### config.mk
export PLATFORM = sky130hd
export DESIGN_NAME = collide_score_ctrl_flat
export DESIGN_NICKNAME = d
export VERILOG_FILES = /design/src/rtl/collide_score_ctrl_if.sv /design/src/rtl/collide_score_ctrl.sv /design/src/flat_wrapper.sv
export SDC_FILE = /design/constraint.sdc
export NUM_CORES = 1
export LEC_CHECK = 0
export ABC_AREA = 1
export CAP_MARGIN = 20
export CORE_MARGIN = 2
export CORE_UTILIZATION = 55
export DETAILED_ROUTE_END_ITERATION = 16
export PLACE_DENSITY = 0.78
export SYNTH_ARGS = -nofsm -noshare
export SYNTH_HDL_FRONTEND = slang
export SYNTH_SLANG_ARGS = --single-unit
### constraint.sdc
create_clock -name clk_i -period 6.4 [get_ports clk_i]
set_input_delay 1.28 -clock clk_i [delete_from_list [all_inputs] [get_ports clk_i]]
set_output_delay 1.28 -clock clk_i [all_outputs]
set_load 0.03 [all_outputs]
### src/rtl/collide_score_ctrl_if.sv
// Per-pixel overlap flags and restart in, explode/life/score state out, for the tank collision controller.
// master: pixel pipeline side; slave: collide_score_ctrl.
interface collide_score_ctrl_if #(
  parameter int NUM_PLAYERS = 2,
  parameter int NUM_ENEMIES = 4,
  parameter int SCORE_W     = 11
);
  logic                           restart_i;
  logic [NUM_PLAYERS-1:0]         player_box_i;
  logic [NUM_PLAYERS-1:0]         player_bullet_i;
  logic [NUM_ENEMIES-1:0]         enemy_box_i;
  logic [NUM_ENEMIES-1:0]         enemy_bullet_i;
  logic                           hard_block_i;
  logic                           destroyable_block_i;
  logic                           eagle_block_i;

  logic [NUM_PLAYERS-1:0]         player_explode_o;
  logic [NUM_PLAYERS-1:0]         player_die_o;
  logic [NUM_PLAYERS-1:0]         player_revive_o;
  logic [NUM_PLAYERS-1:0]         player_alive_o;
  logic [NUM_ENEMIES-1:0]         enemy_explode_o;
  logic [NUM_ENEMIES-1:0]         enemy_die_o;
  logic [NUM_ENEMIES-1:0]         enemy_revive_o;
  logic [NUM_ENEMIES-1:0]         enemy_alive_o;
  logic [4*NUM_PLAYERS-1:0]       player_lives_o;
  logic [SCORE_W*NUM_PLAYERS-1:0] player_score_o;
  logic [3:0]                     enemies_left_o;
  logic                           wall_hit_o;
  logic                           eagle_hit_o;
  logic                           game_over_o;

  modport master (
    output restart_i, player_box_i, player_bullet_i, enemy_box_i, enemy_bullet_i,
           hard_block_i, destroyable_block_i, eagle_block_i,
    input  player_explode_o, player_die_o, player_revive_o, player_alive_o,
           enemy_explode_o, enemy_die_o, enemy_revive_o, enemy_alive_o,
           player_lives_o, player_score_o, enemies_left_o,
           wall_hit_o, eagle_hit_o, game_over_o
  );

  modport slave (
    input  restart_i, player_box_i, player_bullet_i, enemy_box_i, enemy_bullet_i,
           hard_block_i, destroyable_block_i, eagle_block_i,
    output player_explode_o, player_die_o, player_revive_o, player_alive_o,
           enemy_explode_o, enemy_die_o, enemy_revive_o, enemy_alive_o,
           player_lives_o, player_score_o, enemies_left_o,
           wall_hit_o, eagle_hit_o, game_over_o
  );
endinterface

### src/rtl/collide_score_ctrl.sv
// Tank collision, life FSM and scoring; define COLLIDE_FRIENDLY_FIRE_EN to let player bullets hit other players.
// Latency: die/score/eagle 1 clk after the hit pixel, game_over 1 clk later; no backpressure, flags sampled every clock.
module collide_score_ctrl #(
  parameter int NUM_PLAYERS   = 2,
  parameter int NUM_ENEMIES   = 4,
  parameter int LIVES_INIT    = 3,
  parameter int REVIVE_CYCLES = 1000000,
  parameter int SCORE_W       = 11,
  parameter int KILL_POINTS   = 10,
  parameter int BLOCK_POINTS  = 1
) (
  input  logic                clk_i,
  input  logic                reset_ni,
  collide_score_ctrl_if.slave bus
);
  localparam int                N         = NUM_PLAYERS + NUM_ENEMIES;
  localparam int                CNT_W     = $clog2(REVIVE_CYCLES);
  localparam logic [CNT_W-1:0]  CNT_LAST  = CNT_W'(REVIVE_CYCLES - 1);
  localparam logic [3:0]        LIVES_RST = 4'(LIVES_INIT);
  localparam int                SCORE_MAX = (1 << SCORE_W) - 1;

  typedef enum logic [1:0] {LIVING, DEAD, WAIT, OVER} state_t;
  localparam state_t STATE_RST = (LIVES_INIT == 0) ? OVER : LIVING;

  state_t             state_q [N];
  logic [3:0]         lives_q [N];
  logic [CNT_W-1:0]   cnt_q   [N];
  logic [N-1:0]       die_q, revive_q, living, hit;
  logic [SCORE_W-1:0] score_q [NUM_PLAYERS];
  logic [SCORE_W-1:0] score_d [NUM_PLAYERS];
  logic               eagle_q, game_over_q;

  logic                           any_pb, any_eb, any_pbox, any_ebox, all_players_over;
  logic [NUM_PLAYERS-1:0]         p_expl;
  logic [NUM_ENEMIES-1:0]         e_expl;
  logic [3:0]                     left;
  logic [31:0]                    sum;
  logic                           kill;
  logic [4*NUM_PLAYERS-1:0]       lives_pack;
  logic [SCORE_W*NUM_PLAYERS-1:0] score_pack;
`ifdef COLLIDE_FRIENDLY_FIRE_EN
  logic [NUM_PLAYERS-1:0]         mates_box, mates_bullet;
`endif

  assign any_pb   = |bus.player_bullet_i;
  assign any_eb   = |bus.enemy_bullet_i;
  assign any_pbox = |bus.player_box_i;
  assign any_ebox = |bus.enemy_box_i;

  always_comb begin
    hit    = '0;
    p_expl = '0;
    e_expl = '0;
`ifdef COLLIDE_FRIENDLY_FIRE_EN
    mates_box    = '0;
    mates_bullet = '0;
`endif
    for (int p = 0; p < NUM_PLAYERS; p++) begin
`ifdef COLLIDE_FRIENDLY_FIRE_EN
      // a player's own bullet leaving its own box is not a collision
      mates_box       = bus.player_box_i;
      mates_box[p]    = 1'b0;
      mates_bullet    = bus.player_bullet_i;
      mates_bullet[p] = 1'b0;
      hit[p]    = bus.player_box_i[p] && (any_eb || |mates_bullet);
      p_expl[p] = bus.player_bullet_i[p] &&
                  (bus.hard_block_i || any_ebox || any_eb || |mates_box);
`else
      hit[p]    = bus.player_box_i[p] && any_eb;
      p_expl[p] = bus.player_bullet_i[p] && (bus.hard_block_i || any_ebox || any_eb);
`endif
    end
    for (int e = 0; e < NUM_ENEMIES; e++) begin
      hit[NUM_PLAYERS+e] = bus.enemy_box_i[e] && any_pb;
      e_expl[e]          = bus.enemy_bullet_i[e] && (bus.hard_block_i || any_pbox || any_pb);
    end
  end

  always_comb begin
    living           = '0;
    left             = '0;
    all_players_over = 1'b1;
    for (int i = 0; i < N; i++) living[i] = (state_q[i] == LIVING);
    for (int p = 0; p < NUM_PLAYERS; p++)
      if (state_q[p] != OVER) all_players_over = 1'b0;
    for (int e = 0; e < NUM_ENEMIES; e++)
      left = left + 4'(state_q[NUM_PLAYERS+e] != OVER);
  end

  // Kill and block points add in one cycle; the 32-bit sum lets saturation see the overflow.
  always_comb begin
    sum  = '0;
    kill = 1'b0;
    for (int p = 0; p < NUM_PLAYERS; p++) begin
      kill = bus.player_bullet_i[p] && |(bus.enemy_box_i & living[N-1:NUM_PLAYERS]);
      sum  = 32'(score_q[p])
           + (kill ? 32'(KILL_POINTS) : 32'd0)
           + ((bus.player_bullet_i[p] && bus.destroyable_block_i) ? 32'(BLOCK_POINTS) : 32'd0);
      score_d[p] = (sum > 32'(SCORE_MAX)) ? SCORE_W'(SCORE_MAX) : sum[SCORE_W-1:0];
    end
  end

  always_ff @(posedge clk_i or negedge reset_ni) begin
    if (!reset_ni) begin
      for (int i = 0; i < N; i++) begin
        state_q[i] <= STATE_RST;
        lives_q[i] <= LIVES_RST;
        cnt_q[i]   <= '0;
      end
      for (int p = 0; p < NUM_PLAYERS; p++) score_q[p] <= '0;
      die_q       <= '0;
      revive_q    <= '0;
      eagle_q     <= 1'b0;
      game_over_q <= 1'b0;
    end else if (bus.restart_i) begin
      for (int i = 0; i < N; i++) begin
        state_q[i] <= STATE_RST;
        lives_q[i] <= LIVES_RST;
        cnt_q[i]   <= '0;
      end
      for (int p = 0; p < NUM_PLAYERS; p++) score_q[p] <= '0;
      die_q       <= '0;
      revive_q    <= '0;
      eagle_q     <= 1'b0;
      game_over_q <= 1'b0;
    end else begin
      for (int p = 0; p < NUM_PLAYERS; p++) score_q[p] <= score_d[p];
      eagle_q     <= eagle_q || (bus.eagle_block_i && (any_pb || any_eb));
      game_over_q <= eagle_q || all_players_over;
      die_q       <= '0;
      revive_q    <= '0;
      for (int i = 0; i < N; i++) begin
        case (state_q[i])
          LIVING: if (hit[i]) begin
            state_q[i] <= DEAD;
            die_q[i]   <= 1'b1;
          end
          DEAD: begin
            cnt_q[i] <= '0;
            if (lives_q[i] <= 4'd1) begin
              lives_q[i] <= 4'd0;
              state_q[i] <= OVER;
            end else begin
              lives_q[i] <= lives_q[i] - 4'd1;
              state_q[i] <= WAIT;
            end
          end
          WAIT: if (cnt_q[i] == CNT_LAST) begin
            state_q[i]  <= LIVING;
            revive_q[i] <= 1'b1;
          end else begin
            cnt_q[i] <= cnt_q[i] + CNT_W'(1);
          end
          default: ;
        endcase
      end
    end
  end

  always_comb begin
    lives_pack = '0;
    score_pack = '0;
    for (int p = 0; p < NUM_PLAYERS; p++) begin
      lives_pack[4*p +: 4]             = lives_q[p];
      score_pack[SCORE_W*p +: SCORE_W] = score_q[p];
    end
  end

  assign bus.player_explode_o = p_expl;
  assign bus.enemy_explode_o  = e_expl;
  assign bus.player_die_o     = die_q[NUM_PLAYERS-1:0];
  assign bus.enemy_die_o      = die_q[N-1:NUM_PLAYERS];
  assign bus.player_revive_o  = revive_q[NUM_PLAYERS-1:0];
  assign bus.enemy_revive_o   = revive_q[N-1:NUM_PLAYERS];
  assign bus.player_alive_o   = living[NUM_PLAYERS-1:0];
  assign bus.enemy_alive_o    = living[N-1:NUM_PLAYERS];
  assign bus.player_lives_o   = lives_pack;
  assign bus.player_score_o   = score_pack;
  assign bus.enemies_left_o   = left;
  assign bus.wall_hit_o       = bus.destroyable_block_i && (any_pb || any_eb);
  assign bus.eagle_hit_o      = eagle_q;
  assign bus.game_over_o      = game_over_q;
endmodule

### src/flat_wrapper.sv
// flat-port wrapper written by rule: the top's interface ports become plain ports
module collide_score_ctrl_flat 
#(
  parameter int NUM_PLAYERS   = 2,
  parameter int NUM_ENEMIES   = 4,
  parameter int LIVES_INIT    = 3,
  parameter int REVIVE_CYCLES = 1000000,
  parameter int SCORE_W       = 11,
  parameter int KILL_POINTS   = 10,
  parameter int BLOCK_POINTS  = 1
)
  (clk_i, reset_ni, bus_restart_i, bus_player_box_i, bus_player_bullet_i, bus_enemy_box_i, bus_enemy_bullet_i, bus_hard_block_i, bus_destroyable_block_i, bus_eagle_block_i, bus_player_explode_o, bus_player_die_o, bus_player_revive_o, bus_player_alive_o, bus_enemy_explode_o, bus_enemy_die_o, bus_enemy_revive_o, bus_enemy_alive_o, bus_player_lives_o, bus_player_score_o, bus_enemies_left_o, bus_wall_hit_o, bus_eagle_hit_o, bus_game_over_o);
  collide_score_ctrl_if #(.NUM_PLAYERS(NUM_PLAYERS), .NUM_ENEMIES(NUM_ENEMIES), .SCORE_W(SCORE_W)) bus_i ();
  input  logic clk_i;
  input  logic reset_ni;
  input wire logic [$bits(bus_i.restart_i)-1:0] bus_restart_i;
  input wire logic [$bits(bus_i.player_box_i)-1:0] bus_player_box_i;
  input wire logic [$bits(bus_i.player_bullet_i)-1:0] bus_player_bullet_i;
  input wire logic [$bits(bus_i.enemy_box_i)-1:0] bus_enemy_box_i;
  input wire logic [$bits(bus_i.enemy_bullet_i)-1:0] bus_enemy_bullet_i;
  input wire logic [$bits(bus_i.hard_block_i)-1:0] bus_hard_block_i;
  input wire logic [$bits(bus_i.destroyable_block_i)-1:0] bus_destroyable_block_i;
  input wire logic [$bits(bus_i.eagle_block_i)-1:0] bus_eagle_block_i;
  output wire logic [$bits(bus_i.player_explode_o)-1:0] bus_player_explode_o;
  output wire logic [$bits(bus_i.player_die_o)-1:0] bus_player_die_o;
  output wire logic [$bits(bus_i.player_revive_o)-1:0] bus_player_revive_o;
  output wire logic [$bits(bus_i.player_alive_o)-1:0] bus_player_alive_o;
  output wire logic [$bits(bus_i.enemy_explode_o)-1:0] bus_enemy_explode_o;
  output wire logic [$bits(bus_i.enemy_die_o)-1:0] bus_enemy_die_o;
  output wire logic [$bits(bus_i.enemy_revive_o)-1:0] bus_enemy_revive_o;
  output wire logic [$bits(bus_i.enemy_alive_o)-1:0] bus_enemy_alive_o;
  output wire logic [$bits(bus_i.player_lives_o)-1:0] bus_player_lives_o;
  output wire logic [$bits(bus_i.player_score_o)-1:0] bus_player_score_o;
  output wire logic [$bits(bus_i.enemies_left_o)-1:0] bus_enemies_left_o;
  output wire logic [$bits(bus_i.wall_hit_o)-1:0] bus_wall_hit_o;
  output wire logic [$bits(bus_i.eagle_hit_o)-1:0] bus_eagle_hit_o;
  output wire logic [$bits(bus_i.game_over_o)-1:0] bus_game_over_o;
  assign bus_i.restart_i = bus_restart_i;
  assign bus_i.player_box_i = bus_player_box_i;
  assign bus_i.player_bullet_i = bus_player_bullet_i;
  assign bus_i.enemy_box_i = bus_enemy_box_i;
  assign bus_i.enemy_bullet_i = bus_enemy_bullet_i;
  assign bus_i.hard_block_i = bus_hard_block_i;
  assign bus_i.destroyable_block_i = bus_destroyable_block_i;
  assign bus_i.eagle_block_i = bus_eagle_block_i;
  assign bus_player_explode_o = bus_i.player_explode_o;
  assign bus_player_die_o = bus_i.player_die_o;
  assign bus_player_revive_o = bus_i.player_revive_o;
  assign bus_player_alive_o = bus_i.player_alive_o;
  assign bus_enemy_explode_o = bus_i.enemy_explode_o;
  assign bus_enemy_die_o = bus_i.enemy_die_o;
  assign bus_enemy_revive_o = bus_i.enemy_revive_o;
  assign bus_enemy_alive_o = bus_i.enemy_alive_o;
  assign bus_player_lives_o = bus_i.player_lives_o;
  assign bus_player_score_o = bus_i.player_score_o;
  assign bus_enemies_left_o = bus_i.enemies_left_o;
  assign bus_wall_hit_o = bus_i.wall_hit_o;
  assign bus_eagle_hit_o = bus_i.eagle_hit_o;
  assign bus_game_over_o = bus_i.game_over_o;
  collide_score_ctrl #(.NUM_PLAYERS(NUM_PLAYERS), .NUM_ENEMIES(NUM_ENEMIES), .LIVES_INIT(LIVES_INIT), .REVIVE_CYCLES(REVIVE_CYCLES), .SCORE_W(SCORE_W), .KILL_POINTS(KILL_POINTS), .BLOCK_POINTS(BLOCK_POINTS)) u_core (.clk_i(clk_i), .reset_ni(reset_ni), .bus(bus_i));
endmodule
---- After elaboration in Yosys (flattened, before gate mapping) ----
Cells that the tools add are included.
storage, ports and cells
  flip-flop bits (word level) ............. 192
  output and inout bits ................... 61
cells by class
  reductions and logical operators ........ 66
  eq/ne operators ......................... 42
  order comparisons ....................... 8
  add/subtract/negate cells ............... 19
  bitwise gates (word level) .............. 1
  mux-type cells .......................... 88
operators by type and width
  operator                 number
  $pmux W20 S2             6
  $add A20 B1 Y20 const B  6
  $eq A20 B20 Y1 const B   6
  $mux W120                1
  $mux W20                 6
  $add A11 B32 Y32         2
  $add A32 B32 Y32         2
  $gt A32 B11 Y1 const B   2
  $mux W4                  14
  $mux W1                  36
  $pmux W2 S3              6
  $ne A3 B3 Y1 const B     10
  $le A4 B1 Y1 const B     6
  $mux W2                  12
  $mux W24                 1
  $ne A3 B2 Y1 const B     8
  $reduce_bool A4 Y1       6
  $sub A4 B1 Y4 const B    6
  $mux W11                 2
  $mux W22                 1
  $logic_and A1 B1 Y1      18
  $reduce_and A3 Y1        6
  $reduce_bool A3 Y1       6
  $eq A2 B1 Y1 const B     6
  other kinds (13)         49

---- Depth between registers and ports, before layout ----
Gate-level depths: netlist of run 1.
  depth after elaboration ................. 10
  gate-level depth with buffers ........... 15
  gate-level depth less buffers ........... 15

---- Worst setup path after synthesis of run 1 ----
No wires, ideal clock.
  kind .................................... in2out
  start point ............................. input port bus_enemy_bullet_i[3]
  end point ............................... output port bus_player_explode_o[0]
  path slack .............................. 3.197 ns
  data required time ...................... 5.120 ns
  stages on the path ...................... 6
  path buffers ............................ 0
  data arrival time ....................... 1.923 ns
  cells stage by stage .................... nor2_1 -> nand2_1 -> inv_1 -> nand2_1 -> nor3_1 -> nor2_1
on the way
  cells in the longest elaborated chain, start to end .. 3
ends and longest elaborated chain
  item                 RTL line                  RTL
  start, declared      flat_wrapper.sv:20        input wire logic [$bits(bus_i.enemy_bullet_i)-1:0] bus_enemy_bullet_i;
  $reduce_or A4 Y1     collide_score_ctrl.sv:46  assign any_eb = |bus.enemy_bullet_i;
  $logic_or A1 B1 Y1   collide_score_ctrl.sv:70  p_expl[p] = bus.player_bullet_i[p] && (bus.hard_block_i || any_ebox || any_eb);
  $logic_and A1 B1 Y1  collide_score_ctrl.sv:70
  end, declared        flat_wrapper.sv:24        output wire logic [$bits(bus_i.player_explode_o)-1:0] bus_player_explode_o;
Every way passes these cells.

---- Worst setup path after layout of run 1 ----
  start point ............................. input port bus_enemy_box_i[0]
  end point ............................... output port bus_player_explode_o[0]
on the way
  cells in the longest elaborated chain, start to end .. 4
ends and longest elaborated chain
  item                              RTL line                  RTL
  start, declared                   flat_wrapper.sv:19        input wire logic [$bits(bus_i.enemy_box_i)-1:0] bus_enemy_box_i;
  $reduce_or A4 Y1                  collide_score_ctrl.sv:48  assign any_ebox = |bus.enemy_box_i;
  $logic_or A1 B1 Y1 (2 in series)  collide_score_ctrl.sv:70
  $logic_and A1 B1 Y1               collide_score_ctrl.sv:70
Every way passes these cells.

==> impl_metrics.ini, run 1 <==
[layout]
finalNetCount = 1863
final_util_pct = 63.2
layout-drive-gt1-share_pct = 5.19
fin_cells = 2110
nFillCells = 1955
area_growth_pct = 12.4

[timing]
rsz0062_at_grt = no
finalClockSkew_ps = 10.6
slew_headroom_pct = 42.4
fmax_mhz = 221
worstMarginPinSlew_ps = 860
final.min_clock_period_ps = 4510
slew_viol_final = 0
fin_ws_ps = 1890
fin_setup_tns_ps = 0
finalCritPeriodShare_pct = 70.5
hold_viol_final = 0
hold_ws_ps = 525
setup_viol = 0

[cts]
cts_resized = 0
root_buffer = clkbuf_16
clock_latency_ps = 440
clockBufferDepth = 2
cts_setup_buffers = 0
postCtsHoldBufs = 0
h-tree-depth = 4
tritoncts = built
clkTransAtPathRegs_ps = 70
cts_inserted_buffers = 17
cts.sink_count = 192

[grt]
grt_use_total_pct = 26.6
grt_max_degree = 81
grt-ovfl-total = 0
grt_pass1_vias = 11200
antenna_found_initial = 2
grt_pass1_wl_um = 52700

[setup_path]
crit_chain = clkdlybuf4s50_1 -> nor3_1 -> nand2_1 -> nor3_1 -> nor2_1 -> clkdlybuf4s50_1
r2r_setup_slack_ps = 3580
critPathLaunchType = input port
startpoint = bus_enemy_box_i[0]
r2r_end = u_core.bus.player_score_o[15]
cpLargestDelayFamily = buffers and inverters
critPathMaxFanout = 3
arrival_ps = 3230
required_ps = 5120
r2r_cells = 14
worstSetupPathType = in -> out
crit_buf_inv = 2
endpoint_kind = output pin
cpPeakStageDelay_ps = 600
cp_slowest_cell = clkdlybuf4s50_1
reg2reg_from = u_core.state_q[7]

[power]
peakVddDrop_v = 0.000161
p_per_area_nw_per_um2 = 232
power.leakage_nw = 6.27

[logic_synthesis]
synth_area_um2 = 12300
synth.top_cell.area_share_pct = 36.6
netlist_instances = 1763
post_synth.cell_area_avg_um2 = 6.98
synthesis.nets = 1810
synth_warnings = 0
synth_cell_type_count = 46
ys_seq_area_share_pct = 39.2
yosysTopAreaCell = dfrtp_1
synth_seq_cells = 192
synth.area.top_cells = dfrtp_1 (37%), nand2_1 (15%), nor2_1 (6.8%)

[worst_hold_path]
hp-start = u_core.state_q[0]
min_to = u_core.die_q[5]
whs_path_depth = 1
hold_path.class = reg -> reg

[detailed_routing]
drc = 0
routed_wl_um = 30400
vias_per_cell = 5.58
postRouteAntennaNets = 0
drt-wirelength-per-cell_um = 14.4
first_pass_iters = 5
vias = 11800
drt_first_iter_violations = 996

[place]
place_ws_ps = 1940
gp_congestion = 0.940
dp_cells = 2076
post-dp-hpwl_um = 21600
portBuffers = 77

[floorplanning]
num_rows = 54
start_util_pct = 56.2
die_y_um = 154
die_area_um2 = 23600
ios = 79
core_area_um2 = 21900
die_x_um = 154

[run]
cap_violations = 0

[status]
status = complete, no violations
==> metrics by stage <==
stage | cell area (um2) | total power [mW]
detailed placement | 13200 | 2.15
global placement | 13200 | 2.13
global route | 13800 | 3.37
finish | 13800 | 3.21
CTS | 13800 | 3.23
floorplan | 12300 | 1.88
==> how the worst max path moves through the flow <==
stage               cells past startpoint  slack, ps                       to
finish                                  6       1890  bus_player_explode_o[0]
global route                            6       1810  bus_player_explode_o[0]
CTS                                     6       1930  bus_player_explode_o[0]
detailed placement                      6       1940  bus_player_explode_o[0]
global placement                        6       1950  bus_player_explode_o[0]
floorplan                               6       3200  bus_player_explode_o[0]
==> power by group <==
part           internal (mW)  switching (mW)
Combinational          0.227           0.536
Sequential              1.29          0.0754
Clock                  0.580           0.496
Total                   2.10            1.11
==> state kept, by name, summed over array words and instances, names as in the netlist <==
signal                     count
u_core.cnt_q                 120
u_core.die_q                   6
u_core.lives_q                16
u_core.bus.player_lives_o      8
u_core.state_q                12
u_core.bus.game_over_o         1
u_core.bus.player_score_o     22
u_core.bus.eagle_hit_o         1
u_core.revive_q                6
==> layout by cell type, fill, tap and decap left out, types with 5 or more instances in the layout <==
| master | count |
|---|---|
| clkdlybuf4s50_1 | 75 |
| a21oi_1 | 34 |
| nor3_1 | 43 |
| buf_4 | 8 |
| clkbuf_16 | 17 |
| nor4_1 | 9 |
| or2_2 | 13 |
| inv_2 | 6 |
| o221ai_1 | 6 |
| o22ai_1 | 5 |
| xor2_1 | 36 |
| nand3b_1 | 7 |
| inv_1 | 207 |
| o21bai_1 | 12 |
| a31oi_1 | 5 |
| o21ai_1 | 16 |
| nand2_1 | 484 |
| nor2_1 | 224 |
| o21ai_0 | 83 |
| nand2_2 | 8 |
| dfrtp_1 | 180 |
| dfstp_2 | 12 |
| nand4_1 | 88 |
| ha_1 | 26 |
| xnor2_1 | 12 |
| nand3_1 | 161 |
==> cell usage after synthesis, drive strengths merged <==
| library cell | instances |
|---|---|
| nand2 | 492 |
| nor2 | 231 |
| inv | 212 |
| dfrtp | 180 |
| nand3 | 162 |
| o21ai | 103 |
| nand4 | 88 |
| nor3 | 44 |
| xor2 | 36 |
| buf | 35 |
| a21oi | 34 |
| ha | 26 |
| clkbuf | 16 |
| or2 | 13 |
| dfstp | 12 |
| o21bai | 12 |
| xnor2 | 12 |
| nor4 | 9 |
| nand3b | 7 |
| o221ai | 6 |
| a31oi | 5 |
| o22ai | 5 |
| o211ai | 4 |
| o31ai | 4 |
| clkinv | 3 |
| fa | 3 |
| nor3b | 3 |
| a31o | 1 |
| conb | 1 |
| o2111a | 1 |
| o2111ai | 1 |
| o21a | 1 |
| o32ai | 1 |
==> area by class of cell <==
cell class	instances	area [um2]	area share [%]
clock inverter	11	124	0.896
sequential	192	4820	34.9
multi-input combinational	1305	6400	46.3
timing repair buffer	85	852	6.16
antenna	1	2.50	0.0181
tap	280	350	2.53
clock buffer	21	470	3.40
inverter	215	808	5.85
==> kinds of logic after synthesis <==
logic type	after synthesis	share of synthesized area [%]
compound gates	178	8.28
buf+inv	266	8.80
fa+ha+maj	29	3.13
simple gates	1049	37.2
other cells	1	0.0305
xor+xnor	48	3.42
flops	192	39.2
==> layer usage <==
metal / vias to the layer above / wire (um) / global-route usage, %
met2: 371 / 14300 / 43.8
met3: 45 / 1700 / 5.02
met1: 5496 / 13800 / 35.8
li1: 5863 / - / -
met4: 2 / 541 / 8.08
met5: - / 16 / 0
Note: power is estimated with default switching activity, not from simulation.
==> run 2: changes to the inputs <==
==> constraint.sdc (replaced) <==
create_clock -name clk_i -period 4.19 [get_ports clk_i]
set_input_delay 0.838 -clock clk_i [delete_from_list [all_inputs] [get_ports clk_i]]
set_output_delay 0.838 -clock clk_i [all_outputs]
set_load 0.03 [all_outputs]
==> run 2 against run 1 <==
Final cell count is 0.28% higher. First-iteration DRC count stayed put. Clock skew hardly changed. Highest routed layer is now met4. Critical path type unchanged. Die area stayed put.
==> impl_metrics.ini, run 2 (synthesized netlist as in run 1, its figures left out) <==
[setup_path]
crit_chain = clkdlybuf4s50_1 -> nor3_1 -> nand2_1 -> nor3_1 -> nor2_1 -> clkdlybuf4s50_1
arrival_ps = 2730
cpLargestDelayFamily = buffers and inverters
cp_slowest_cell = clkdlybuf4s50_1
startpoint = bus_enemy_box_i[0]
endpoint_kind = output pin
required_ps = 3350
reg2reg_from = u_core.state_q[1]
critPathMaxFanout = 3
crit_buf_inv = 2
critPathLaunchType = input port
worstSetupPathType = in -> out
cpPeakStageDelay_ps = 600

[layout]
layout-drive-gt1-share_pct = 5.40
final_common_cell = nand2_1
finalNetCount = 1867
finalInstanceArea_um2 = 13900
largest_reg_flops = 120
area_growth_pct = 12.8
top_register = u_core.cnt_q
layout_common_cells = nand2_1 (484), nor2_1 (224), inv_1 (207), dfrtp_1 (180), nand3_1 (161)
fin_cells = 2116

[cts]
root_buffer = clkbuf_16
tritoncts = built
postCtsHoldBufs = 0
clkTransAtPathRegs_ps = 70
cts.sink_count = 192
h-tree-depth = 4
clock_latency_ps = 440
cts_setup_buffers = 0
cts_resized = 0
clockBufferDepth = 2
cts_inserted_buffers = 17

[power]
power.switching_mw = 1.69
p_per_area_nw_per_um2 = 357
p_int_mw = 3.26
power.leakage_nw = 6.29
pwr-share-seq_pct = 42.2
combPwrFrac_pct = 24.0
swShare_pct = 34.1
peakVddDrop_v = 0.000222
pwr-share-clk_pct = 33.8

[timing]
slew_headroom_pct = 47.6
slew_viol_final = 0
hold_viol_final = 0
worstMarginPinSlew_ps = 786
fin_ws_ps = 620
finalCritPeriodShare_pct = 85.2
setup_viol = 0
rsz0062_at_grt = no
hold_ws_ps = 437
fin_setup_tns_ps = 0
fmax_mhz = 280
finalClockSkew_ps = 10.2
final.min_clock_period_ps = 3570

[place]
portBuffers = 77
dp_cells = 2081
gp_congestion = 0.914
place_ws_ps = 643
post-dp-hpwl_um = 22500
placed_area_um2 = 13300

[floorplanning]
ios = 79
die_y_um = 154
die_x_um = 154
core_area_um2 = 21900
start_util_pct = 56.2
num_rows = 54
die_area_um2 = 23600

[grt]
antenna_found_initial = 3
grt_max_degree = 93
grt_pass1_vias = 11500
grt_use_total_pct = 27.5
grt-ovfl-total = 0
grt_pass1_wl_um = 54200

[status]
status = complete, no violations

[detailed_routing]
routed_wl_um = 31700
drt_first_iter_violations = 996
drt-wirelength-per-cell_um = 15.0
vias_per_cell = 5.61
vias = 11900
first_pass_iters = 6
drc = 0
postRouteAntennaNets = 0

[run]
cap_violations = 0

[worst_hold_path]
hold_path.class = in -> async
[run 2: cell types whose count changed in the layout (fill, tap and decap cells not counted), moves of 2 or more]
cell     before  now
buf_4         8   11
buf_12        0    2
diode_2       1    3
inv_8         2    0
[run 2: final timing paths]
check	endpoint	slack, ps	cells past startpoint
min	u_core.cnt_q[7]	440	1
min reg2reg	u_core.cnt_q[1]	530	2
max reg2reg	u_core.bus.player_score_o[14]	1430	12
min in group clk_i	u_core.cnt_q[1]	530	2
max	bus_player_explode_o[1]	620	6
max in group asynchronous	u_core.bus.player_lives_o[5]	2880	2
[run 2: metrics by stage]
step	power, mW	utilization [%]
after detailed placement	3.30	60.6
after CTS	4.98	63.3
final	4.95	63.4
after floorplan	2.88	-
after global routing	5.20	63.4
after global placement	3.27	60.6
[run 2: final cells by class]
type / count / area [um2]
fillers: 1999 / 8020
multi-input cells: 1305 / 6400
flip-flops and latches: 192 / 4820
repair buffers: 89 / 887
inverters: 215 / 808
clock buffers: 21 / 470
well taps: 280 / 350
clock inverters: 11 / 129
diodes: 3 / 7.51
[run 2: power groups by stage]
| stage | Combinational, mW | Sequential (mW) | Clock [mW] |
|---|---|---|---|
| after floorplan | 0.731 | 2.15 | 0 |
| after global placement | 1.15 | 2.12 | 0 |
| after detailed placement | 1.18 | 2.12 | 0 |
| after CTS | 1.19 | 2.09 | 1.71 |
| after global routing | 1.31 | 2.11 | 1.78 |
| final | 1.19 | 2.09 | 1.67 |
[run 2: routing by layer]
metal / routed length [um] / vias to the layer above / global-route usage (%)
met5: 0 / - / 0
met4: 571 / 0 / 8.56
met3: 1740 / 40 / 4.85
met2: 15100 / 365 / 45.3
met1: 14400 / 5610 / 37.2
li1: - / 5858 / -
==> run 3: changes to the inputs <==
--- a/config.mk
+++ b/config.mk
@@ -9,6 +9,7 @@
 export CAP_MARGIN = 20
 export CORE_MARGIN = 2
 export CORE_UTILIZATION = 55
+export CTS_CLUSTER_DIAMETER = 100
 export DETAILED_ROUTE_END_ITERATION = 16
 export PLACE_DENSITY = 0.78
 export SYNTH_ARGS = -nofsm -noshare
==> results of run 3 <==
The final DEF is identical to that of run 2; final timing and power are the same.
